<file path="src/rtl/instruction_issue_queue.sv">
// Circular instruction queue feeding MasterController: host enqueues words, the issue stage
// drops NOPs, parks on HALT until re-started, and presents one word per valid/ready handshake.
module instruction_issue_queue #(
    parameter int unsigned depth = 3,
    parameter int unsigned W     = 16,
    parameter int unsigned QA    = 5,
    localparam int unsigned InsW  = (depth > 2) ? depth : 2,
    localparam int unsigned InsD  = ((32'd1 << depth) > W) ? (32'd1 << depth) : W,
    localparam int unsigned INS_W = 4 + 2 + 2 * InsW + InsD
) (
    input  logic             CLK,
    input  logic             RST,
    input  logic             start,
    input  logic             wrEn,
    input  logic [INS_W-1:0] wrData,
    output logic             full,
    output logic [QA:0]      count,
    output logic             overflow,
    output logic [INS_W-1:0] instruction,
    output logic             insValid,
    input  logic             insReady,
    output logic             running,
    output logic             halted
);

    localparam int unsigned Entries = 32'd1 << QA;
    localparam logic [3:0] OpNop  = 4'b0000;
    localparam logic [3:0] OpHalt = 4'b1111;

    typedef enum logic [1:0] {
        StIdle,
        StRun,
        StHalted
    } state_e;

    state_e            state_q, state_d;
    logic [QA-1:0]     wr_ptr_q, wr_ptr_d;
    logic [QA-1:0]     rd_ptr_q, rd_ptr_d;
    logic [QA:0]       count_q, count_d;
    logic              full_q, full_d;
    logic              overflow_q, overflow_d;
    logic [INS_W-1:0]  ins_q, ins_d;
    logic              ins_valid_q, ins_valid_d;
    logic [INS_W-1:0]  mem_q [Entries];

    logic             push;
    logic             pop;
    logic [INS_W-1:0] head;
    logic [3:0]       head_op;
    logic             head_nop;
    logic             head_halt;

    // count_q is registered, so a word written into an empty queue cannot pop the same cycle.
    assign push      = wrEn && !full_q;
    assign pop       = (state_q == StRun) && (count_q != '0) && (!ins_valid_q || insReady);
    assign head      = mem_q[rd_ptr_q];
    assign head_op   = head[INS_W-1 -: 4];
    assign head_nop  = (head_op == OpNop);
    assign head_halt = (head_op == OpHalt);

    always_comb begin
        state_d = state_q;
        unique case (state_q)
            StIdle:   if (start) state_d = StRun;
            StRun:    if (pop && head_halt) state_d = StHalted;
            StHalted: if (start) state_d = StRun;
            default:  state_d = StIdle;
        endcase
    end

    always_comb begin
        wr_ptr_d   = wr_ptr_q;
        rd_ptr_d   = rd_ptr_q;
        count_d    = count_q;
        overflow_d = overflow_q | (wrEn & full_q);
        if (push) wr_ptr_d = wr_ptr_q + 1'b1;
        if (pop)  rd_ptr_d = rd_ptr_q + 1'b1;
        unique case ({push, pop})
            2'b10:   count_d = count_q + 1'b1;
            2'b01:   count_d = count_q - 1'b1;
            default: count_d = count_q;
        endcase
        full_d = (count_d == (QA+1)'(Entries));
    end

    // A completed transfer empties the slot unless a real instruction refills it this cycle.
    always_comb begin
        ins_d       = ins_q;
        ins_valid_d = ins_valid_q;
        if (ins_valid_q && insReady) begin
            ins_d       = '0;
            ins_valid_d = 1'b0;
        end
        if (pop && !head_nop && !head_halt) begin
            ins_d       = head;
            ins_valid_d = 1'b1;
        end
    end

    always_ff @(posedge CLK) begin
        if (RST) begin
            state_q     <= StIdle;
            wr_ptr_q    <= '0;
            rd_ptr_q    <= '0;
            count_q     <= '0;
            full_q      <= 1'b0;
            overflow_q  <= 1'b0;
            ins_q       <= '0;
            ins_valid_q <= 1'b0;
        end else begin
            state_q     <= state_d;
            wr_ptr_q    <= wr_ptr_d;
            rd_ptr_q    <= rd_ptr_d;
            count_q     <= count_d;
            full_q      <= full_d;
            overflow_q  <= overflow_d;
            ins_q       <= ins_d;
            ins_valid_q <= ins_valid_d;
        end
    end

    // Storage needs no reset; the pointers define which entries are live.
    always_ff @(posedge CLK) begin
        if (!RST && push) mem_q[wr_ptr_q] <= wrData;
    end

    assign full        = full_q;
    assign count       = count_q;
    assign overflow    = overflow_q;
    assign instruction = ins_q;
    assign insValid    = ins_valid_q;
    assign running     = (state_q == StRun);
    assign halted      = (state_q == StHalted);

endmodule

</file>
<file path="config.mk">
export PLATFORM = sky130hd
export DESIGN_NAME = instruction_issue_queue
export DESIGN_NICKNAME = d
export VERILOG_FILES = /design/src/rtl/instruction_issue_queue.sv
export SDC_FILE = /design/constraint.sdc
export NUM_CORES = 1
export LEC_CHECK = 0
export ABC_AREA = 1
export CORE_ASPECT_RATIO = 0.75
export CORE_UTILIZATION = 40
export DETAILED_ROUTE_END_ITERATION = 7
export GPL_TIMING_DRIVEN = 0
export PLACE_DENSITY = 0.53
export REMOVE_ABC_BUFFERS = 1
export SYNTH_ARGS = -nofsm -noshare
export SYNTH_HDL_FRONTEND = slang
export SYNTH_SLANG_ARGS = --single-unit
</file>
<file path="constraint.sdc">
create_clock -name CLK -period 5.25 [get_ports CLK]
set_clock_uncertainty 0.1 [all_clocks]
set_input_delay 1.05 -clock CLK [delete_from_list [all_inputs] [get_ports CLK]]
set_output_delay 1.05 -clock CLK [all_outputs]
set_load 0.1 [all_outputs]
</file>
==> flow_metrics.tcl, run 1 <==
set metrics [dict create \
    dp_hpwl_um 60200 \
    post-route-period-util 0.952 \
    fin_ws_ns 0.254 \
    fin_nets 3320 \
    fmax_mhz 200 \
    p_int_mw 13.2 \
    grt_overflow 0 \
    track_usage 0.222 \
    clkTransAtPathRegs_ns 0.06 \
    grt_pass1_vias 24700 \
    crit_arrival_ns 5.47 \
    slew_headroom 0.238 \
    rows 98 \
    multi_input_area_sq_um 9420 \
    worst_pin_slew_ns 1.14 \
    cts_hold_buf 0 \
    synth_cells 3255 \
    pwr-share-seq 0.456 \
    p_switching_mw 5.52 \
    maxSlewViolCount 0 \
    maxCapViolCount 0 \
    num-fill-cells 8219 \
    hp-class "reg -> reg" \
    clock_latency_ns 0.66 \
    leakagePower_nw 15.2 \
    cts-root-buf "clkbuf_16" \
    hold_viol 0 \
    seq_area_sq_um 28000 \
    start_util 0.403 \
    yosysSeqAreaShare 0.728 \
    rsz0062_at_grt "false" \
    required_ns 5.72 \
    routed_wirelength_um 108000 \
    placed_cell_area_sq_um 41300 \
    clock_path_buffers 3 \
    syn-mean-instance-area_sq_um 11.8 \
    die_w_um 360 \
    critPathKind "reg -> reg" \
    fin_area_sq_um 44400 \
    grt_start_max_net_pins 211 \
    areaGrowthSynthToFinish_pct 15.4 \
    synth_seq_cells 950 \
    numPortBuffers 71 \
    irDropWorstVdd_v 0.000239 \
    grt_antenna_before_repair 1 \
    preCtsSetupSlack_ns -1.07 \
    pwr-share-clk 0.348 \
    drc 0 \
    cts.sinks 950 \
    synth.distinct_cells 34 \
    diodes 0 \
    num_vias 25300 \
    gp_congestion 0.735 \
    startpoint_type "flop" \
    wl_per_cell_um 23.6 \
    p_per_area_nw_per_um2 421 \
    h-tree-depth 3 \
    cts_buffers 96 \
    syn_area_sq_um 38400 \
    io_pins 72 \
    setup_viol 0 \
    drive_above_1_share 0.0791 \
    first_pass_iters 5 \
    grt_pass1_wl_um 160000 \
    swShare 0.295 \
    status "completed" \
    die_area_sq_um 97300 \
    coreArea_sq_um 95300 \
    tritoncts "built" \
    critPathMaxFanout 210 \
    drtIter0Drc 2465 \
    die_y_um 270 \
    ys_warn_count 0 \
    antenna_left 0 \
    finalCriticalPeriod_ns 5.00 \
    viasPerCell 5.50 \
    combPwrFrac 0.197 \
    worst_setup_path_end_kind "flop" \
]
-- cells in the final DEF (no fill, tap or decap), drive strengths merged, types with 2 or more instances in the layout --
cell type,n
clkinv,51
clkinvlp,3
nand3,844
nand2,985
clkbuf,119
inv,47
edfxtp,896
xnor2,4
o21ai,12
bufinv,7
nor3,4
a21oi,91
buf,60
or2,25
nor2,62
mux2i,2
ha,8
dfxtp,54
clkdlybuf4s50,70
-- per-layer routing --
metal  share of wire  track usage  vias up
met5        0.000092            0        -
met4           0.029       0.0658        2
met3           0.068       0.0341      201
met2            0.47        0.361      913
met1            0.44        0.308    12600
li1                -            -    11600
-- path summary, 6_finish.rpt --
path,to,slack (ns),from,cells after the start
max,instruction[13],0.25,flop,15
min,overflow,0.37,overflow,2
max reg2reg,instruction[13],0.25,flop,15
min reg2reg,overflow,0.37,overflow,2
-- Yosys cell counts, drive strengths merged --
library cell / n / area [sq um]
nand2: 985 / 3700
edfxtp: 896 / 26900
nand3: 843 / 4270
buf: 171 / 940
a21oi: 91 / 504
nor2: 62 / 238
dfxtp: 54 / 1080
inv: 48 / 190
clkbuf: 35 / 131
or2: 25 / 156
o21ai: 12 / 60.1
clkinv: 9 / 33.8
ha: 8 / 100
nor3: 4 / 20.0
xnor2: 4 / 35.0
mux2i: 2 / 20.0
and3: 1 / 6.26
nand4: 1 / 6.26
nor4: 1 / 6.26
o211ai: 1 / 7.51
o22ai: 1 / 6.26
xor2: 1 / 8.76
-- flip-flops by register name, indices dropped and copies added (netlist names), 2 cells and up, named ones only --
register	count
mem_q	896
instruction	28
count	6
rd_ptr_q	5
wr_ptr_q	5
state_q	2
-- through the flow --
stage	power, mW	hold slack [ns]	utilization	instances	setup TNS [ns]
floorplan	11.5	0.364	-	3049	-254.83
global placement	12.5	0.352	0.416	4370	-2574.24
detailed placement	12.3	0.360	0.434	4429	-29.88
CTS	18.8	0.376	0.465	4600	0
global route	19.5	0.406	0.466	4601	0
finish	18.7	0.373	0.466	4601	0
-- final cells by class --
type                            count  share of cell area
Tap cell                         1250              0.0353
Clock buffer                      119              0.0568
Multi-Input combinational cell   2043               0.212
Sequential cell                   950               0.631
Inverter                           57             0.00587
Timing Repair Buffer              131              0.0490
Clock inverter                     51             0.00936
-- what timing repair did --
item / 4_1_cts / 5_1_grt
resized for setup: 2 / 3
setup endpoints to repair: 29 / 29
buffers inserted: 0 / 0
pin swaps: 0 / 1
endpoints found under the hold margin: 0 / 0
cloned: 1 / 1
-- power groups by stage --
stage	Clock, mW	Sequential (mW)	Combinational, mW
2_1_floorplan	0	9.25	2.22
3_3_place_gp	0	9.05	3.49
3_5_place_dp	0	8.67	3.63
4_1_cts	6.61	8.51	3.67
5_1_grt	6.89	8.52	4.05
6_report	6.49	8.51	3.67
-- kinds of logic (layout without fill, tap and decap cells) --
logic type,after synthesis,count (layout),synth area share
adder cells (fa/ha/maj),8,8,0.00260
XOR/XNOR,5,5,0.00114
buffers and inverters,263,358,0.0337
multiplexers,2,2,0.000521
AO/OA/AOI/OAI,105,105,0.0150
AND/OR/NAND/NOR,1922,1923,0.219
flip-flops,950,950,0.728
-- critical path: stages (launching register included) --
cell       delay (ns)
dfxtp_4          0.60
buf_16           0.28
buf_16           0.31
clkinv_16        0.34
buf_16           0.49
nand2_1          0.15
nand3_1          0.07
nand3_1          0.13
nand2_1          0.09
nand2_1          0.09
nand3_1          0.09
nand2_1          0.14
nor2_2           0.09
a21oi_4          0.82
nand3_1          0.33
a21oi_1          0.23
Note: power is estimated with default switching activity, not from simulation.
==> run 2: changes to the inputs <==
- CORE_MARGIN: default -> 2
- DONT_BUFFER_PORTS: default -> 1
- PLACE_DENSITY: 0.53 -> 0.52
- SKIP_CTS_REPAIR_TIMING: default -> 1
==> run 2 against run 1 <==
  * Worst hold slack got worse by 0.054 ns
  * Non-clock buffer count decreased by 62
  * Register-to-register slack improved by 0.15 ns
  * Sequential cell count unchanged
  * Global-route usage decreased by 0.39 points
  * Sequential share of layout area increased by 0.47 points
==> flow_metrics.tcl, run 2 (synthesized netlist as in run 1, its figures left out) <==
set metrics [dict create \
    finalPower_mw 18.9 \
    fin_nets 3261 \
    drc 0 \
    irDropWorstVdd_v 0.000254 \
    drtIter0Drc 2429 \
    die_w_um 362 \
    mostFrequentLayoutCells "984 x nand2_1, 896 x edfxtp_1, 832 x nand3_1" \
    worst_pin_slew_ns 1.24 \
    start_util 0.403 \
    maxCapViolCount 0 \
    grt_start_max_net_pins 242 \
    gp_congestion 0.779 \
    fin_ws_ns 0.408 \
    pwr-share-seq 0.472 \
    combPwrFrac 0.168 \
    die_area_sq_um 98600 \
    pwr-share-clk 0.360 \
    fin_area_sq_um 44000 \
    finalCriticalPeriod_ns 4.84 \
    setup_viol 0 \
    clock_latency_ns 0.69 \
    diodes 0 \
    critPathKind "reg -> reg" \
    rows 98 \
    tritoncts "built" \
    dp_hpwl_um 61000 \
    num-fill-cells 8302 \
    drive_above_1_share 0.0845 \
    track_usage 0.218 \
    layout_commonest_cell "nand2_1" \
    startpoint_type "flop" \
    instances_no_fill 4551 \
    clock_path_buffers 3 \
    io_pins 72 \
    crit_arrival_ns 5.33 \
    clkTransAtPathRegs_ns 0.06 \
    worst_setup_path_end_kind "flop" \
    num_vias 25200 \
    antenna_left 0 \
    viasPerCell 5.53 \
    p_per_area_nw_per_um2 429 \
    maxSlewViolCount 0 \
    largest_reg_flops 896 \
    grt_overflow 0 \
    fin_util 0.462 \
    fmax_mhz 207 \
    placed_cell_area_sq_um 40800 \
    finalSetupTns_ns 0 \
    place_inst 4364 \
    cts-root-buf "clkbuf_16" \
    leakagePower_nw 15.1 \
    status "completed" \
    grt_antenna_before_repair 0 \
    required_ns 5.74 \
    cts_buffers 97 \
    h-tree-depth 3 \
    hold_viol 0 \
    cts.sinks 950 \
    slew_headroom 0.174 \
    min_from "RST" \
    rsz0062_at_grt "false" \
    grt_pass1_wl_um 159000 \
    p_switching_mw 5.59 \
    numPortBuffers 0 \
    coreArea_sq_um 95300 \
    preCtsSetupSlack_ns -1.22 \
    grt_pass1_vias 24200 \
    areaGrowthSynthToFinish_pct 14.6 \
    critPathMaxFanout 208 \
    p_int_mw 13.3 \
    hp-class "in -> reg" \
    post-route-period-util 0.922 \
    swShare 0.296 \
    hold_slack_ns 0.320 \
    wl_per_cell_um 24.3 \
    die_y_um 272 \
    first_pass_iters 6 \
    top_register "mem_q" \
    routed_wirelength_um 110000 \
]
## run 2: layer usage
layer | track usage | wire (um) | vias to the layer above
li1 | - | - | 11400
met1 | 0.300 | 47800 | 12600
met2 | 0.348 | 51100 | 923
met3 | 0.0442 | 8240 | 213
met4 | 0.0685 | 3280 | 0
met5 | 0 | 0 | -
## run 2: cell type report
| class | count | area (sq um) | area share |
|---|---|---|---|
| flip-flops and latches | 950 | 28000 | 0.636 |
| multi-input cells | 2044 | 9440 | 0.214 |
| clock buffers | 128 | 2620 | 0.0594 |
| repair buffers | 69 | 1630 | 0.0370 |
| well taps | 1250 | 1560 | 0.0355 |
| clock inverters | 52 | 507 | 0.0115 |
| inverters | 57 | 260 | 0.00591 |
| repair inverters | 1 | 11.3 | 0.000256 |
## run 2: worst paths after layout
kind                           to  slack [ns]  cells past startpoint
hold / removal     instruction[9]        0.32                      1
hold reg to reg        state_q[1]        0.42                      2
setup / recovery  instruction[27]        0.41                     19
setup reg to reg  instruction[27]        0.41                     19
## run 2: power by group through the flow
| stage | Clock [mW] | Sequential [mW] | Combinational [mW] |
|---|---|---|---|
| floorplan | 0 | 9.25 | 2.22 |
| global placement | 0 | 9.45 | 2.79 |
| detailed placement | 0 | 9.08 | 3.04 |
| CTS | 6.92 | 8.93 | 3.06 |
| global route | 7.22 | 8.93 | 3.51 |
| finish | 6.81 | 8.92 | 3.17 |
## run 2: critical path: stages, from the launching register on
cell and delay (ns):
dfxtp_4 0.62, buf_16 0.29, buf_16 0.30, buf_16 0.34
clkinv_16 0.27, buf_16 0.37, nand2_1 0.24, nand3_1 0.10
nand3_1 0.13, nand2_1 0.08, nand2_1 0.08, nand2_1 0.06
nand2_1 0.05, nand2_1 0.11, nor2_1 0.21, nand2_4 0.28
nand3_4 0.18, buf_12 0.18, nand3_1 0.10, a21oi_1 0.17
==> run 3: changes to the inputs <==
- SLEW_MARGIN: default -> 40
==> run 3 against run 2 <==
  * Clock-buffer cell count shrank 1
  * Global-route usage rose by 0.39 points
  * Critical path depth did not move
  * Sequential power about the same
  * Critical path type unchanged
  * Design area up 2.0%
  * Maximum frequency down 0.33%
  * Setup slack worse by 0.016 ns
  * Total power fell by 0.47%
==> flow_metrics.tcl, run 3 (synthesized netlist as in run 1, its figures left out) <==
set metrics [dict create \
    h-tree-depth 3 \
    layout_commonest_cell "nand2_1" \
    num_vias 25300 \
    slew_headroom 0.414 \
    grt_overflow 0 \
    first_pass_iters 6 \
    clock_path_buffers 3 \
    pwr-share-clk 0.360 \
    tritoncts "built" \
    rows 98 \
    leakagePower_nw 15.5 \
    cts_buffers 95 \
    cpLargestDelayFamily "simple AND/OR/NAND/NOR gates" \
    maxCapViolCount 0 \
    p_per_area_nw_per_um2 419 \
    max_stage_delay_ns 0.61 \
    maxSlewViolCount 0 \
    wl_per_cell_um 24.0 \
    numPortBuffers 0 \
    rsz0062_at_grt "false" \
    timing.rr.end "instruction[27]" \
    fin_ws_ns 0.392 \
    p_switching_mw 5.52 \
    critPathMaxFanout 126 \
    antenna_left 0 \
    cts-root-buf "clkbuf_16" \
    grt_antenna_before_repair 0 \
    p_int_mw 13.3 \
    grt_pass1_wl_um 161000 \
    routed_wirelength_um 110000 \
    placed_cell_area_sq_um 41800 \
    clock_latency_ns 0.68 \
    crit_arrival_ns 5.31 \
    gp_congestion 0.779 \
    setup_viol 0 \
    dp_hpwl_um 67300 \
    worst_pin_slew_ns 0.876 \
    preCtsSetupSlack_ns 0.394 \
    die_y_um 272 \
    crit_path_frequent_cell "nand2_1" \
    fmax_mhz 206 \
    clkTransAtPathRegs_ns 0.06 \
    worst-r2r-setup-slack_ns 0.39 \
    track_usage 0.222 \
    start_util 0.403 \
    viasPerCell 5.52 \
    startpoint_type "flop" \
    irDropWorstVdd_v 0.000276 \
    post-route-period-util 0.925 \
    die_w_um 362 \
    top_register "mem_q" \
    fin_area_sq_um 44900 \
    areaGrowthSynthToFinish_pct 16.9 \
    worstPathCellList "buf_12 > buf_12 > buf_12 > buf_12 > inv_16 > buf_16 > nand2_1 > nand3_1 > nand3_1 > nand2_1 > nand2_1 > nand2_1 > nand2_1 > nand2_1 > nor2_1 > nand2_2 > nand3_4 > nand3_1 > a21oi_1" \
    swShare 0.293 \
    combPwrFrac 0.166 \
    drtIter0Drc 2495 \
    pwr-share-seq 0.474 \
    endpoint "instruction[27]" \
    finalCriticalPeriod_ns 4.86 \
    instances_no_fill 4584 \
    io_pins 72 \
    drc 0 \
    cp_num_buf_inv 6 \
    status "completed" \
    critPathKind "reg -> reg" \
    mostFrequentLayoutCells "983 x nand2_1, 896 x edfxtp_1, 831 x nand3_1" \
    largest_reg_flops 896 \
    grt_pass1_vias 24700 \
    rr_worst_depth 19 \
    place_inst 4408 \
    cts.sinks 950 \
    cp.depth 19 \
    worst_setup_path_end_kind "flop" \
    diodes 0 \
    fin_nets 3296 \
    drive_above_1_share 0.107 \
    hold_viol 0 \
    die_area_sq_um 98600 \
    coreArea_sq_um 95300 \
    required_ns 5.70 \
    crit_slowest_cell "nand3_4" \
    hp-class "in -> reg" \
    grt_start_max_net_pins 133 \
]
run 3: through the flow:
stage	setup TNS, ns	utilization	power, mW	hold WS (ns)
6_report	0	0.471	18.8	0.325
5_1_grt	0	0.471	19.6	0.302
4_1_cts	0	0.471	18.9	0.284
3_5_place_dp	0	0.439	12.2	0.415
3_3_place_gp	-1205.80	0.409	12.2	0.375
2_1_floorplan	-254.83	-	11.5	0.364
run 3: how the worst min path moves through the flow:
stage,slack [ns],cells after the start,start,endpoint
2_1_floorplan,0.36,2,state_q[1],state_q[1]
3_3_place_gp,0.37,2,state_q[1],state_q[1]
3_5_place_dp,0.42,2,rd_ptr_q[0],rd_ptr_q[0]
4_1_cts,0.28,1,RST,instruction[9]
5_1_grt,0.30,1,RST,instruction[9]
6_report,0.33,1,RST,instruction[9]
run 3: layout make-up:
class	count	area (sq um)
sequential	950	28100
inverter	57	264
tap	1250	1560
fill	8166	50400
multi-input combinational	2042	9420
clock inverter	49	518
timing repair buffer	109	2520
clock buffer	127	2580
run 3: layer usage:
layer,vias up,track usage,part of all wire,wire (um)
met4,0,0.0740,0.031,3370
met2,870,0.358,0.47,51200
met5,-,0,0,0
met3,215,0.0404,0.068,7520
met1,12700,0.304,0.44,47800
li1,11500,-,-,-
run 3: power groups by stage:
stage | sequential [mW] | clock [mW] | combinational (mW)
after floorplan | 9.25 | 0 | 2.22
after global placement | 9.45 | 0 | 2.79
after detailed placement | 9.08 | 0 | 3.12
after CTS | 8.92 | 6.89 | 3.14
after global routing | 8.93 | 7.16 | 3.48
final | 8.92 | 6.77 | 3.12
